## config.mk

```make
export PLATFORM = sky130hd
export DESIGN_NAME = wptr_full
export DESIGN_NICKNAME = d
export VERILOG_FILES = /design/src/rtl/wptr_full.sv
export SDC_FILE = /design/constraint.sdc
export NUM_CORES = 1
export LEC_CHECK = 0
export BUFFER_PORTS_ARGS = -buffer_cell sky130_fd_sc_hd__buf_2
export CORE_MARGIN = 5
export CORE_UTILIZATION = 35
export CTS_BUF_LIST = sky130_fd_sc_hd__clkbuf_4 sky130_fd_sc_hd__clkbuf_8
export DETAILED_ROUTE_END_ITERATION = 6
export GPL_TIMING_DRIVEN = 0
export SYNTH_ARGS = -nofsm -noshare
export SYNTH_HDL_FRONTEND = slang
export SYNTH_SLANG_ARGS = --single-unit
export TNS_END_PERCENT = 100
```

## constraint.sdc

```tcl
create_clock -name clk -period 2.73 [get_ports clk]
set_input_delay 0.1365 -clock clk [delete_from_list [all_inputs] [get_ports clk]]
set_output_delay 0.1365 -clock clk [all_outputs]
set_load 0.1 [all_outputs]
```

## src/rtl/wptr_full.sv

```systemverilog
`default_nettype none
// ============================================================================
// Module   : wptr_full
// Purpose  : Write-domain pointer and full-flag generator for an asynchronous
//            FIFO. Keeps the binary write pointer, publishes its Gray form for
//            the read-domain synchronizer and derives full, fill level and a
//            sticky overflow flag from the synchronized read pointer.
// Ports    : clk          - write-domain clock
//            rst          - synchronous active-high reset
//            winc         - producer write request
//            rq2_wptr     - Gray read pointer synchronized into clk domain
//            wr_en        - RAM write enable (winc & ~wfull), combinational
//            waddr        - RAM write address (low SIZE bits of binary ptr)
//            wptr         - registered Gray write pointer
//            wfull        - registered full flag
//            wlevel       - registered fill level, 0..2**SIZE
//            wovf         - sticky overflow (write requested while full)
//            walmost_full - registered almost-full flag (optional)
// Options  : define WPTR_ALMOST_FULL_EN to add walmost_full (uses AF_THRESH).
// Revision : 1.0 - initial release
// ============================================================================
module wptr_full #(
  parameter int SIZE      = 4,
  parameter int AF_THRESH = 14
) (
  input  logic            clk,
  input  logic            rst,
  input  logic            winc,
  input  logic [SIZE:0]   rq2_wptr,
  output logic            wr_en,
  output logic [SIZE-1:0] waddr,
  output logic [SIZE:0]   wptr,
  output logic            wfull,
  output logic [SIZE:0]   wlevel,
`ifdef WPTR_ALMOST_FULL_EN
  output logic            walmost_full,
`endif
  output logic            wovf
);

  logic [SIZE:0] wbin;
  logic [SIZE:0] wbin_next;
  logic [SIZE:0] wgray_next;
  logic [SIZE:0] rbin;
  logic [SIZE:0] level_next;
  logic          acc;
  logic          full_next;

  assign acc        = winc & ~wfull;
  assign wr_en      = acc;
  assign waddr      = wbin[SIZE-1:0];
  assign wbin_next  = wbin + (SIZE+1)'(acc);
  assign wgray_next = wbin_next ^ (wbin_next >> 1);

  // Gray-to-binary: each binary bit is the XOR of all Gray bits at or above it.
  always_comb begin
    rbin = '0;
    for (int i = 0; i <= SIZE; i++) begin
      rbin[i] = ^(rq2_wptr >> i);
    end
  end

  // Full when the next write pointer has lapped the read pointer exactly once:
  // in Gray form that is the top two bits inverted and the rest equal.
  assign full_next  = (wgray_next == {~rq2_wptr[SIZE:SIZE-1], rq2_wptr[SIZE-2:0]});
  assign level_next = wbin_next - rbin;

  always_ff @(posedge clk) begin
    if (rst) begin
      wbin   <= '0;
      wptr   <= '0;
      wfull  <= 1'b0;
      wlevel <= '0;
      wovf   <= 1'b0;
    end else begin
      wbin   <= wbin_next;
      wptr   <= wgray_next;
      wfull  <= full_next;
      wlevel <= level_next;
      wovf   <= wovf | (winc & wfull);
    end
  end

`ifdef WPTR_ALMOST_FULL_EN
  logic af_next;

  assign af_next = (level_next >= (SIZE+1)'(AF_THRESH));

  always_ff @(posedge clk) begin
    if (rst) begin
      walmost_full <= 1'b0;
    end else begin
      walmost_full <= af_next;
    end
  end
`endif

endmodule
`default_nettype wire

```

## Word level (Yosys, flattened, before mapping)

Index checks and enable logic that the tools add are counted.

- Latch bits: 0
- Logic and storage cells: 19
- Memories kept: 0
- Input port bits: 8
- Bits in read-only memories: 0
- Register bits: 17
- Output and inout bits: 17
- Bits in writable memories: 0

- Reduce and logical (&&, ||, !) cells: 5
- Bitwise operators: 6
- Add/subtract/negate cells: 2
- Shifts and indexed selects: 0
- Mux-type cells: 0
- $mul: 0
- Equal/unequal tests: 1
- Order comparisons: 0
- Divide/modulo/power cells: 0

Operator list:

| kind | number |
|---|---|
| XOR reduction 5 bit | 5 |
| adder 5 x 1 -> 5 bit | 1 |
| equality test 5 bit | 1 |
| subtractor 5 bit | 1 |
| bitwise XOR 5 x 4 -> 5 bit | 1 |
| bitwise AND 1 bit | 2 |
| NOT 2 bit | 1 |
| NOT 1 bit | 1 |
| OR 1 bit | 1 |

## Depth between registers and ports, before layout

- Word-level depth: 5
- Depth in mapped cells: 11
- Depth with buffers taken out: 11

## Worst setup path after synthesis

Ideal clock, no wire load.

- Kind: reg-to-reg
- From: register wfull
- To: register wlevel[4]
- Period minus slack after synthesis: 4,185 ps
- Buffers on the path: 0
- Cell stages (with the launch flop): 10
- Slack: -1,455 ps
- Required time: 2,667 ps
- Arrival time: 4,122 ps
- Setup time: 63 ps
- Path through: dfxtp_1 > nor2b_1 > ha_1 > ha_1 > xnor2_1 > inv_1 > ha_1 > maj3_1 > a2111oi_2 > nand3b_1

- Cells in the longest elaborated chain, start to end: 4

Ends and longest elaborated chain:

| element | RTL line | RTL |
|---|---|---|
| from (decl) | 33 | `output logic wfull,` |
| from (signal assigned) | 78 | `wfull <= full_next;` |
| NOT 1 bit | 49 | `assign acc = winc & ~wfull;` |
| bitwise AND 1 bit | 49 |  |
| net wr_en | 30 | `output logic wr_en,` |
| adder 5 x 1 -> 5 bit | 52 | `assign wbin_next = wbin + (SIZE+1)'(acc);` |
| net wbin_next[2] | 42 | `logic [SIZE:0] wbin_next;` |
| subtractor 5 bit | 66 | `assign level_next = wbin_next - rbin;` |
| to (signal assigned) | 79 | `wlevel <= level_next;` |
| to (decl) | 34 | `output logic [SIZE:0] wlevel,` |

The timed path passes the listed nets, and every way through them passes these cells.
A chain may end at the register's enable or synchronous reset.

## Worst setup path in the final report

- From: register wfull
- To: register wlevel[3]

- Cells in the longest elaborated chain, start to end: 4

Ends and longest elaborated chain:

| element | RTL line |
|---|---|
| NOT 1 bit | 49 |
| bitwise AND 1 bit | 49 |
| adder 5 x 1 -> 5 bit | 52 |
| net wbin_next[2] | 42 |
| subtractor 5 bit | 66 |

The timed path passes the listed nets, and every way through them passes these cells.

==> results.md <==
- Status: complete, no violations
- Avg WL per Cell: 11.53 microns
- Hold Worst Slack: 105.7 ps
- Worst Setup Path Type: register to register
- Layout cells sized above 1: 0.3103
- Cell Area, Synth: ~830 sq um
- Synth Area per Inst: slightly above 9 sq um
- 1st-iter DRT viols: 12
- Num Clock Sinks: 16
- First-pass DRT Iterations: 5
- Ports: 25
- Library cells used by synthesis: 25
- Core ar.: 0.002233 sq mm
- Worst Hold Path EP: wovf
- Yosys reg bits: 16
- CP Launch Type: register
- DIE AREA: 0.003444 sq mm
- Sequential area share after synthesis: 0.3861
- Launch point of the worst reg-to-reg path: wfull
- Cells after synthesis: 89
- CTS H-tree lvls: 1
- Worst vdd ir: 0.5262 mV
- Crit-path max FO: 5
- Die W: 58.69 microns
- Worst slew pin tran: 608.3 ps
- Clk buf depth: 2
- Vias in the first global route: 659
- Slew headroom: 0.5931
- Fin crit period: 2306 ps
- R2r setup slk: between 400 and 500 ps
- Grt ovf: 0
- Post-Syn Nets: 103
- Net count, final: 131
- Row cnt: 17
- Port Buffers: 23
- RR Endpoint: wlevel[3]
- Peak Freq: 433.7 MHz
- Worst Setup End Kind: register
- Slew Viols, Final: 0
- Total Routed Length: ~1700 microns
- Starting density of the core: 0.3714
- GR Util All Layers: 0.1083
- # hold bufs at CTS: 0
- Hold WC Path Type: input port to register
- Pin count of the biggest net entering global routing: 11
- Final core area utilization: 0.4717
- WP data required: 2900 ps
- Die Span Y: ~59 microns
- RSZ-0062 raised after global routing: no
- Detailed placement HPWL: between 1000 and 1500 microns
- Tcrit/Tclk final: 0.8447
- Post-CTS Setup Inserts: 0
- Max Cap Violations: 0
- Worst-path clk slew: ~90 ps
- Ys Warns: 0
- Post-Route Setup TNS: 0 ps
- Hold path cells: 3
- Routability cong.: 0.7709
- Arr. time, crit path: 2470 ps
- # diodes: 0
- Reg2Reg Depth: 11
- Vias/cell: 4.597
- Cts bufs inserted: 3
- Hold path start: winc
- First-pass GRT wire length: 2815 microns
- CTS tree: done
- Leak: roughly 0.49 nW
- Post-route ant nets: 0
- Initial antenna violation count: 0
- Vias: 662
- DRC violations left: 0
- Clk_lat worst skew: 290 ps
- Final Skew: 1.873 ps
- Crit. Startpoint: wfull
- Final-report hold violation count: 0
- Area grow syn2layout: 27.00%
- Post-CTS sizing: 0
- Final setup vio count: 0
- CTS Root Buffer Type: clkbuf_4
- Power per cell area: roughly 740 mW/mm^2
[power breakdown]
group          switching (mW)  total [mW]  internal (mW)  leakage [nW]
Clock                  0.0719       0.139         0.0668        0.0184
Sequential            0.00855       0.267          0.259         0.132
Combinational           0.283       0.372         0.0885         0.338
Total                   0.364       0.778          0.414         0.489
[metal layers]
layer | GRT usage | vias to the layer above | routed length (microns)
met1 | 0.1225 | 292 | 747
met4 | 0.07767 | 0 | 55
met5 | 0 | - | 0
met2 | 0.1818 | 18 | 761
li1 | - | 347 | -
met3 | 0.01974 | 5 | 96
[synth_stat cells (all sizes together)]
master,count,share of area
xnor2,11,0.12
xor2,6,0.063
dfxtp,16,0.39
and2,1,0.0091
xnor3,1,0.029
nand3,4,0.024
nand4,1,0.0075
inv,6,0.027
and3,1,0.0075
clkbuf,2,0.0091
nor3,2,0.012
fa,1,0.024
o21ai,1,0.011
maj3,1,0.012
ha,5,0.075
nand2,3,0.014
nand3b,1,0.0091
nand4b,1,0.011
mux2i,1,0.012
nor2,16,0.072
nand2b,1,0.0075
nor2b,1,0.0075
a21oi,3,0.018
a2111oi,1,0.018
o211ai,2,0.018
[worst max-delay path: stages, from the launching register on]
cell and delay (ps):
dfxtp_4 370, nor2b_4 40, ha_4 160, ha_4 170, xnor2_2 250, inv_1 140, ha_1 340, a21oi_1 250
nand4b_1 120, o211ai_1 140, xnor2_1 150, nor2_1 50
[flip-flops by register name, indices dropped and copies added (netlist names)]
name,count
wovf,1
wlevel,5
wfull,1
wptr,4
wbin,5
[area by class of cell]
type / instances / area, sq um
multi-input combinational: 65 / 519.2
sequential: 16 / 324.1
buffer: 2 / 7.507
tap: 28 / 35.03
timing repair buffer: 23 / 115.1
inverter: 6 / 22.52
fill: 230 / 1180
clock buffer: 4 / 30.03
[logic make-up (layout without fill, tap and decap cells)]
group,after synthesis,count (layout),share of synthesized area
fa+ha+maj,7,7,0.1116
simple gates,32,32,0.1810
compound gates,7,7,0.06484
mux,1,1,0.01207
buf+inv,8,35,0.03620
xor+xnor,18,18,0.2081
flops,16,16,0.3861
[worst max path at each step]
stage | to | cells past startpoint | slack (ps)
final | wlevel[3] | 11 | 420
after global routing | wlevel[3] | 11 | 220
after CTS | wlevel[3] | 11 | 410
after detailed placement | wlevel[3] | 11 | 430
after global placement | wlevel[3] | 11 | 480
after floorplan | wlevel[4] | 9 | 5
[metrics by stage]
step / total power, mW / cells / setup WS (ps) / area, sq um
3_3_place_gp: 0.6452 / 140 / 484.9 / 1023
3_5_place_dp: 0.6496 / 140 / 431.8 / 1023
4_1_cts: 0.7912 / 144 / 413.7 / 1054
2_1_floorplan: 0.5928 / 89 / 5.306 / 873.3
5_1_grt: 0.8183 / 144 / 217.7 / 1054
6_report: 0.7777 / 144 / 424.0 / 1054
[cells in the final DEF (no fill, tap or decap), types with 2 or more instances in the layout]
master and instances:
a21oi_1 3, xnor2_1 10, ha_1 3, clkbuf_1 2, nor3_1 2, xor2_1 6
nand2_1 3, ha_4 2, o211ai_1 2, buf_2 23, clkbuf_4 4, dfxtp_1 15
nor2_1 16, inv_1 6, nand3_1 4
Power figures use the tool's default switching activity.
